===== src/rtl/alu_uart_frame_ctrl.sv =====
// Collects NBYTES-wide operands A/B plus an opcode byte from the UART RX stream, then
// returns the ALU result LSB-first over UART TX, with inter-byte timeout and overrun flags.
module alu_uart_frame_ctrl #(
  parameter int NBIT_DATA      = 8,
  parameter int NBYTES         = 2,
  parameter int NBIT_OPCODE    = 6,
  parameter int TIMEOUT_CYCLES = 1000000
) (
  input  logic                          CLK,
  input  logic                          RST_N,
  input  logic                          rx_done_tick,
  input  logic [NBIT_DATA-1:0]          rx_data_in,
  input  logic                          tx_done_tick,
  input  logic [NBIT_DATA*NBYTES-1:0]   alu_data_in,
  output logic [NBIT_DATA*NBYTES-1:0]   A,
  output logic [NBIT_DATA*NBYTES-1:0]   B,
  output logic [NBIT_OPCODE-1:0]        OPCODE,
  output logic                          tx_start,
  output logic [NBIT_DATA-1:0]          data_out,
  output logic                          busy,
  output logic                          timeout_err,
  output logic                          overrun_err
);

  localparam int W  = NBIT_DATA * NBYTES;
  localparam int KW = (NBYTES > 1) ? $clog2(NBYTES) : 1;
  localparam int TW = $clog2(TIMEOUT_CYCLES + 1);
  localparam logic [KW-1:0] K_LAST = KW'(NBYTES - 1);
  localparam logic [TW-1:0] T_LAST = TW'(TIMEOUT_CYCLES - 1);

  typedef enum logic [2:0] {
    RX_A    = 3'd0,
    RX_B    = 3'd1,
    RX_OP   = 3'd2,
    EXEC    = 3'd3,
    TX_SEND = 3'd4,
    TX_WAIT = 3'd5
  } state_t;

  state_t               state;
  logic [W-1:0]         shadow_a;
  logic [W-1:0]         shadow_b;
  logic [W-1:0]         result;
  logic [KW-1:0]        k;
  logic [TW-1:0]        tmo_cnt;
  logic [NBIT_DATA-1:0] tx_byte;
  logic                 tmo_run;
  logic                 tmo_hit;
  logic                 tx_phase;

  always_comb begin
    tx_byte = '0;
    for (int i = 0; i < NBYTES; i++) begin
      if (k == KW'(i)) tx_byte = result[i*NBIT_DATA +: NBIT_DATA];
    end
  end

  // An idle line between frames is not a timeout; the clock only runs once a frame has begun.
  assign tmo_run  = ((state == RX_A) && (k != '0)) || (state == RX_B) || (state == RX_OP);
  // A byte arriving on the expiry cycle takes priority over the timeout.
  assign tmo_hit  = tmo_run && (tmo_cnt == T_LAST) && !rx_done_tick;
  assign tx_phase = (state == EXEC) || (state == TX_SEND) || (state == TX_WAIT);

  always_ff @(posedge CLK or negedge RST_N) begin
    if (!RST_N) begin
      state       <= RX_A;
      shadow_a    <= '0;
      shadow_b    <= '0;
      result      <= '0;
      A           <= '0;
      B           <= '0;
      OPCODE      <= '0;
      data_out    <= '0;
      tx_start    <= 1'b0;
      busy        <= 1'b0;
      timeout_err <= 1'b0;
      overrun_err <= 1'b0;
      k           <= '0;
      tmo_cnt     <= '0;
    end else begin
      tx_start    <= 1'b0;
      timeout_err <= 1'b0;
      overrun_err <= rx_done_tick && tx_phase;

      if (rx_done_tick || !tmo_run || tmo_hit) tmo_cnt <= '0;
      else                                     tmo_cnt <= tmo_cnt + TW'(1);

      case (state)
        RX_A: begin
          if (rx_done_tick) begin
            for (int i = 0; i < NBYTES; i++) begin
              if (k == KW'(i)) shadow_a[i*NBIT_DATA +: NBIT_DATA] <= rx_data_in;
            end
            if (k == K_LAST) begin
              k     <= '0;
              state <= RX_B;
            end else begin
              k <= k + KW'(1);
            end
          end else if (tmo_hit) begin
            timeout_err <= 1'b1;
            k           <= '0;
          end
        end

        RX_B: begin
          if (rx_done_tick) begin
            for (int i = 0; i < NBYTES; i++) begin
              if (k == KW'(i)) shadow_b[i*NBIT_DATA +: NBIT_DATA] <= rx_data_in;
            end
            if (k == K_LAST) begin
              k     <= '0;
              state <= RX_OP;
            end else begin
              k <= k + KW'(1);
            end
          end else if (tmo_hit) begin
            timeout_err <= 1'b1;
            k           <= '0;
            state       <= RX_A;
          end
        end

        RX_OP: begin
          if (rx_done_tick) begin
            A      <= shadow_a;
            B      <= shadow_b;
            OPCODE <= rx_data_in[NBIT_OPCODE-1:0];
            busy   <= 1'b1;
            state  <= EXEC;
          end else if (tmo_hit) begin
            timeout_err <= 1'b1;
            k           <= '0;
            state       <= RX_A;
          end
        end

        EXEC: begin
          result <= alu_data_in;
          k      <= '0;
          state  <= TX_SEND;
        end

        TX_SEND: begin
          data_out <= tx_byte;
          tx_start <= 1'b1;
          state    <= TX_WAIT;
        end

        TX_WAIT: begin
          if (tx_done_tick) begin
            if (k != K_LAST) begin
              k     <= k + KW'(1);
              state <= TX_SEND;
            end else begin
              k     <= '0;
              busy  <= 1'b0;
              state <= RX_A;
            end
          end
        end

        default: begin
          k     <= '0;
          state <= RX_A;
        end
      endcase
    end
  end

endmodule


===== config.mk =====
export PLATFORM = sky130hd
export DESIGN_NAME = alu_uart_frame_ctrl
export DESIGN_NICKNAME = d
export VERILOG_FILES = /design/src/rtl/alu_uart_frame_ctrl.sv
export SDC_FILE = /design/constraint.sdc
export NUM_CORES = 1
export LEC_CHECK = 0
export ABC_AREA = 1
export CORE_UTILIZATION = 50
export CTS_CLUSTER_DIAMETER = 120
export DETAILED_ROUTE_END_ITERATION = 16
export PLACE_DENSITY = 0.79
export SLEW_MARGIN = 10
export SYNTH_ARGS = -nofsm -noshare
export SYNTH_HDL_FRONTEND = slang
export SYNTH_SLANG_ARGS = --single-unit

===== constraint.sdc =====
create_clock -name CLK -period 2.3 [get_ports CLK]
set_input_delay 0.345 -clock CLK [delete_from_list [all_inputs] [get_ports CLK]]
set_output_delay 0.345 -clock CLK [all_outputs]
set_load 0.03 [all_outputs]

==> flow_metrics.tcl <==
set metrics [dict create \
    ant_nets 0 \
    p_leak_nw 3.232 \
    io_buffers 77 \
    tightestPinTransition_ns 0.7241 \
    slew_violations 0 \
    globalRouteTotalUtil 0.2307 \
    worst_path_max_delay_cell "clkdlybuf4s50_1" \
    gp_congestion 0.8943 \
    grt_pass1_vias 3998 \
    cts.path.max_buffers 2 \
    vias_per_cell 5.023 \
    status "finished clean" \
    rr_worst_depth 10 \
    dpl.hpwl_mm 7.466 \
    cts_root_buffer "clkbuf_8" \
    cp.arrival_ns 1.61 \
    path_clk_slew_ns 0.06 \
    critPathCaptureType "output port" \
    fin_ws_ns 0.3457 \
    die_area_sq_um 10670 \
    wl_mm 11.03 \
    rsz0062_at_grt "no" \
    path_cells "clkdlybuf4s50_1" \
    crit-reg2reg-launch "tmo_cnt[0]$_DFF_PN0_" \
    setup_violations 0 \
    cts-buffers-inserted 17 \
    io_pins 78 \
    slew_headroom 0.5166 \
    drtIter0Drc 204 \
    yosysWarnings 0 \
    overflow 0 \
    period_needed_ns 1.954 \
    start_kind "register" \
    worstSkewPairLatency_ns 0.52 \
    start_util 0.5202 \
    hold_viol 0 \
    cts_max_level 4 \
    postSynthAreaPerCell_sq_um 8.726 \
    path_buf_inv 1 \
    ir_drop_v 0.0008272 \
    worstReg2RegEnd "tmo_cnt[16]$_DFF_PN0_" \
    syn_to_final_growth_pct 30.31 \
    antenna_cells 0 \
    required_ns 1.96 \
    pwr_density_cell_nw_per_um2 1453 \
    dp_slack_ns 0.3212 \
    max_stage_delay_ns 0.69 \
    num_rows 36 \
    drtPass1Iterations 7 \
    ys_seq_area_frac 0.5950 \
    cts_tree "done" \
    path_max_fanout 2 \
    syn-num-nets 617 \
    fmax_mhz 511.7 \
    period_share 0.8497 \
    ys_types 31 \
    cp_top_family "buffers and inverters" \
    antenna_found_initial 0 \
    grt_max_degree 48 \
    worst-r2r-setup-slack_ns 0.45 \
    path_class "reg -> out" \
    die_x_um 103.3 \
    clock_skew_ns 0.008097 \
    maxCapViolations 0 \
    detail_route.wl_per_cell_um 13.43 \
    drive_gt1_frac 0.1061 \
    tns_ns 0 \
    fin_nets 704 \
    syn_inst 588 \
    dr_total_vias 4124 \
    core_area_sq_um 9864 \
    post_cts_resized 0 \
    die_y_um 103.3 \
    cts_sinks 122 \
    grt_pass1_wl_mm 18.36 \
    hold_path_class "in -> async" \
    detail_route.drc_violations 0 \
    fillers 750 \
    syn_area_sq_um 5131 \
    ys_ff_latch 122 \
]
metal layers:
metal / share of wire / vias up / GRT usage
met1: 0.45 / 1953 / 0.3015
li1: - / 2024 / -
met2: 0.48 / 131 / 0.3646
met5: 0 / - / 0
met4: 0.017 / 0 / 0.1062
met3: 0.051 / 16 / 0.05914
stage by stage:
step	util	hold slack [ns]	power (mW)	instance area, sq um	std cells
after global routing	0.6778	0.3526	10.35	6686	821
final	0.6778	0.3466	9.713	6686	821
after global placement	0.6133	0.3331	6.874	6050	788
after detailed placement	0.6133	0.3373	6.983	6050	788
after CTS	0.6778	0.3374	9.790	6686	821
after floorplan	-	0.04941	5.709	5131	588
sequential cells by signal (all words and copies together) (netlist names):
name         flops
A               16
overrun_err      1
shadow_b        16
tmo_cnt         20
busy             1
data_out         8
B               16
result          16
timeout_err      1
tx_start         1
shadow_a        16
state            3
k                1
OPCODE           6
cell usage after synthesis:
| cell type | instances | share of area |
|---|---|---|
| nor2_1 | 40 | 0.029 |
| o31ai_1 | 1 | 0.0015 |
| nor3_1 | 9 | 0.0088 |
| or2_1 | 1 | 0.0012 |
| nor2_4 | 3 | 0.0066 |
| o21ai_0 | 34 | 0.033 |
| nor3_2 | 2 | 0.0039 |
| nand2_2 | 6 | 0.0073 |
| nor2_2 | 3 | 0.0037 |
| o21ai_1 | 9 | 0.0088 |
| buf_2 | 7 | 0.0068 |
| nand3b_1 | 1 | 0.0015 |
| a21oi_2 | 6 | 0.010 |
| inv_1 | 41 | 0.030 |
| nand4_1 | 4 | 0.0049 |
| clkbuf_1 | 11 | 0.0080 |
| inv_4 | 1 | 0.0012 |
| ha_1 | 1 | 0.0024 |
| nor3b_1 | 1 | 0.0015 |
| nand2_1 | 247 | 0.18 |
| a21oi_1 | 8 | 0.0078 |
| xor2_1 | 4 | 0.0068 |
| nand3_1 | 5 | 0.0049 |
| nand3_4 | 1 | 0.0034 |
| dfrtp_1 | 122 | 0.59 |
| buf_12 | 1 | 0.0039 |
| nand4_4 | 1 | 0.0041 |
| nand3_2 | 1 | 0.0020 |
| a31oi_1 | 9 | 0.011 |
| o21ai_2 | 4 | 0.0068 |
| inv_2 | 4 | 0.0029 |
worst max-delay path by stage:
| stage | to | startpoint | slack [ns] | depth (start not counted) |
|---|---|---|---|---|
| 2_1_floorplan | tmo_cnt[11]$_DFF_PN0_ | tmo_cnt[0]$_DFF_PN0_ | 0.75 | 11 |
| 3_3_place_gp | tmo_cnt[3]$_DFF_PN0_ | rx_done_tick | 0.37 | 11 |
| 3_5_place_dp | tmo_cnt[3]$_DFF_PN0_ | rx_done_tick | 0.32 | 11 |
| 4_1_cts | busy | busy$_DFFE_PN0P_ | 0.33 | 1 |
| 5_1_grt | tmo_cnt[16]$_DFF_PN0_ | tmo_cnt[0]$_DFF_PN0_ | 0.27 | 10 |
| 6_report | busy | busy$_DFFE_PN0P_ | 0.35 | 1 |
cell families (layout without fill, tap and decap cells):
group | Yosys count | after routing | share of synthesized area
flip-flops | 122 | 122 | 0.5950
buffers and inverters | 65 | 165 | 0.05291
AO/OA/AOI/OAI | 71 | 71 | 0.07925
adder cells (fa/ha/maj) | 1 | 1 | 0.002438
XOR/XNOR | 4 | 4 | 0.006827
AND/OR/NAND/NOR | 325 | 325 | 0.2636
cells in the final DEF, fill, tap and decap left out, types with 2 or more instances in the layout:
master,netlist,final
dfrtp_1,122,122
inv_1,41,41
clkbuf_16,0,16
nand2_2,6,6
o21ai_0,34,34
nand3_1,5,5
a21oi_2,6,6
inv_2,4,4
clkinvlp_4,0,2
nor3_2,2,2
buf_4,0,9
nand4_1,4,4
bufinv_16,0,4
nor3_1,9,9
clkdlybuf4s50_1,0,76
a31oi_1,9,9
clkinv_2,0,3
nor2_2,3,3
o21ai_2,4,4
xor2_1,4,4
nor2_4,3,3
nand2_1,247,247
nor2_1,40,40
clkinv_4,0,2
a21oi_1,8,8
clkbuf_8,0,4
o21ai_1,9,9
final cells by class:
type	count	area, sq um	share of cell area
Clock buffer	21	459.2	0.06868
Clock inverter	11	167.7	0.02507
Inverter	46	175.2	0.02620
Multi-Input combinational cell	401	1807	0.2702
Sequential cell	122	3053	0.4566
Tap cell	133	166.4	0.02489
Timing Repair Buffer	87	858.3	0.1284
report_power, final:
part	total [mW]	internal, mW	switching, mW
Clock	2.75	1.84	0.904
Sequential	3.55	3.00	0.549
Combinational	3.42	1.31	2.11
Total	9.71	6.15	3.56
timing repair:
item | CTS | global route
buffers inserted | 0 | 0
endpoints found under the hold margin | 33 | 0
hold buffers | 1 | 0
No activity file was read; power rests on OpenSTA's default activity.
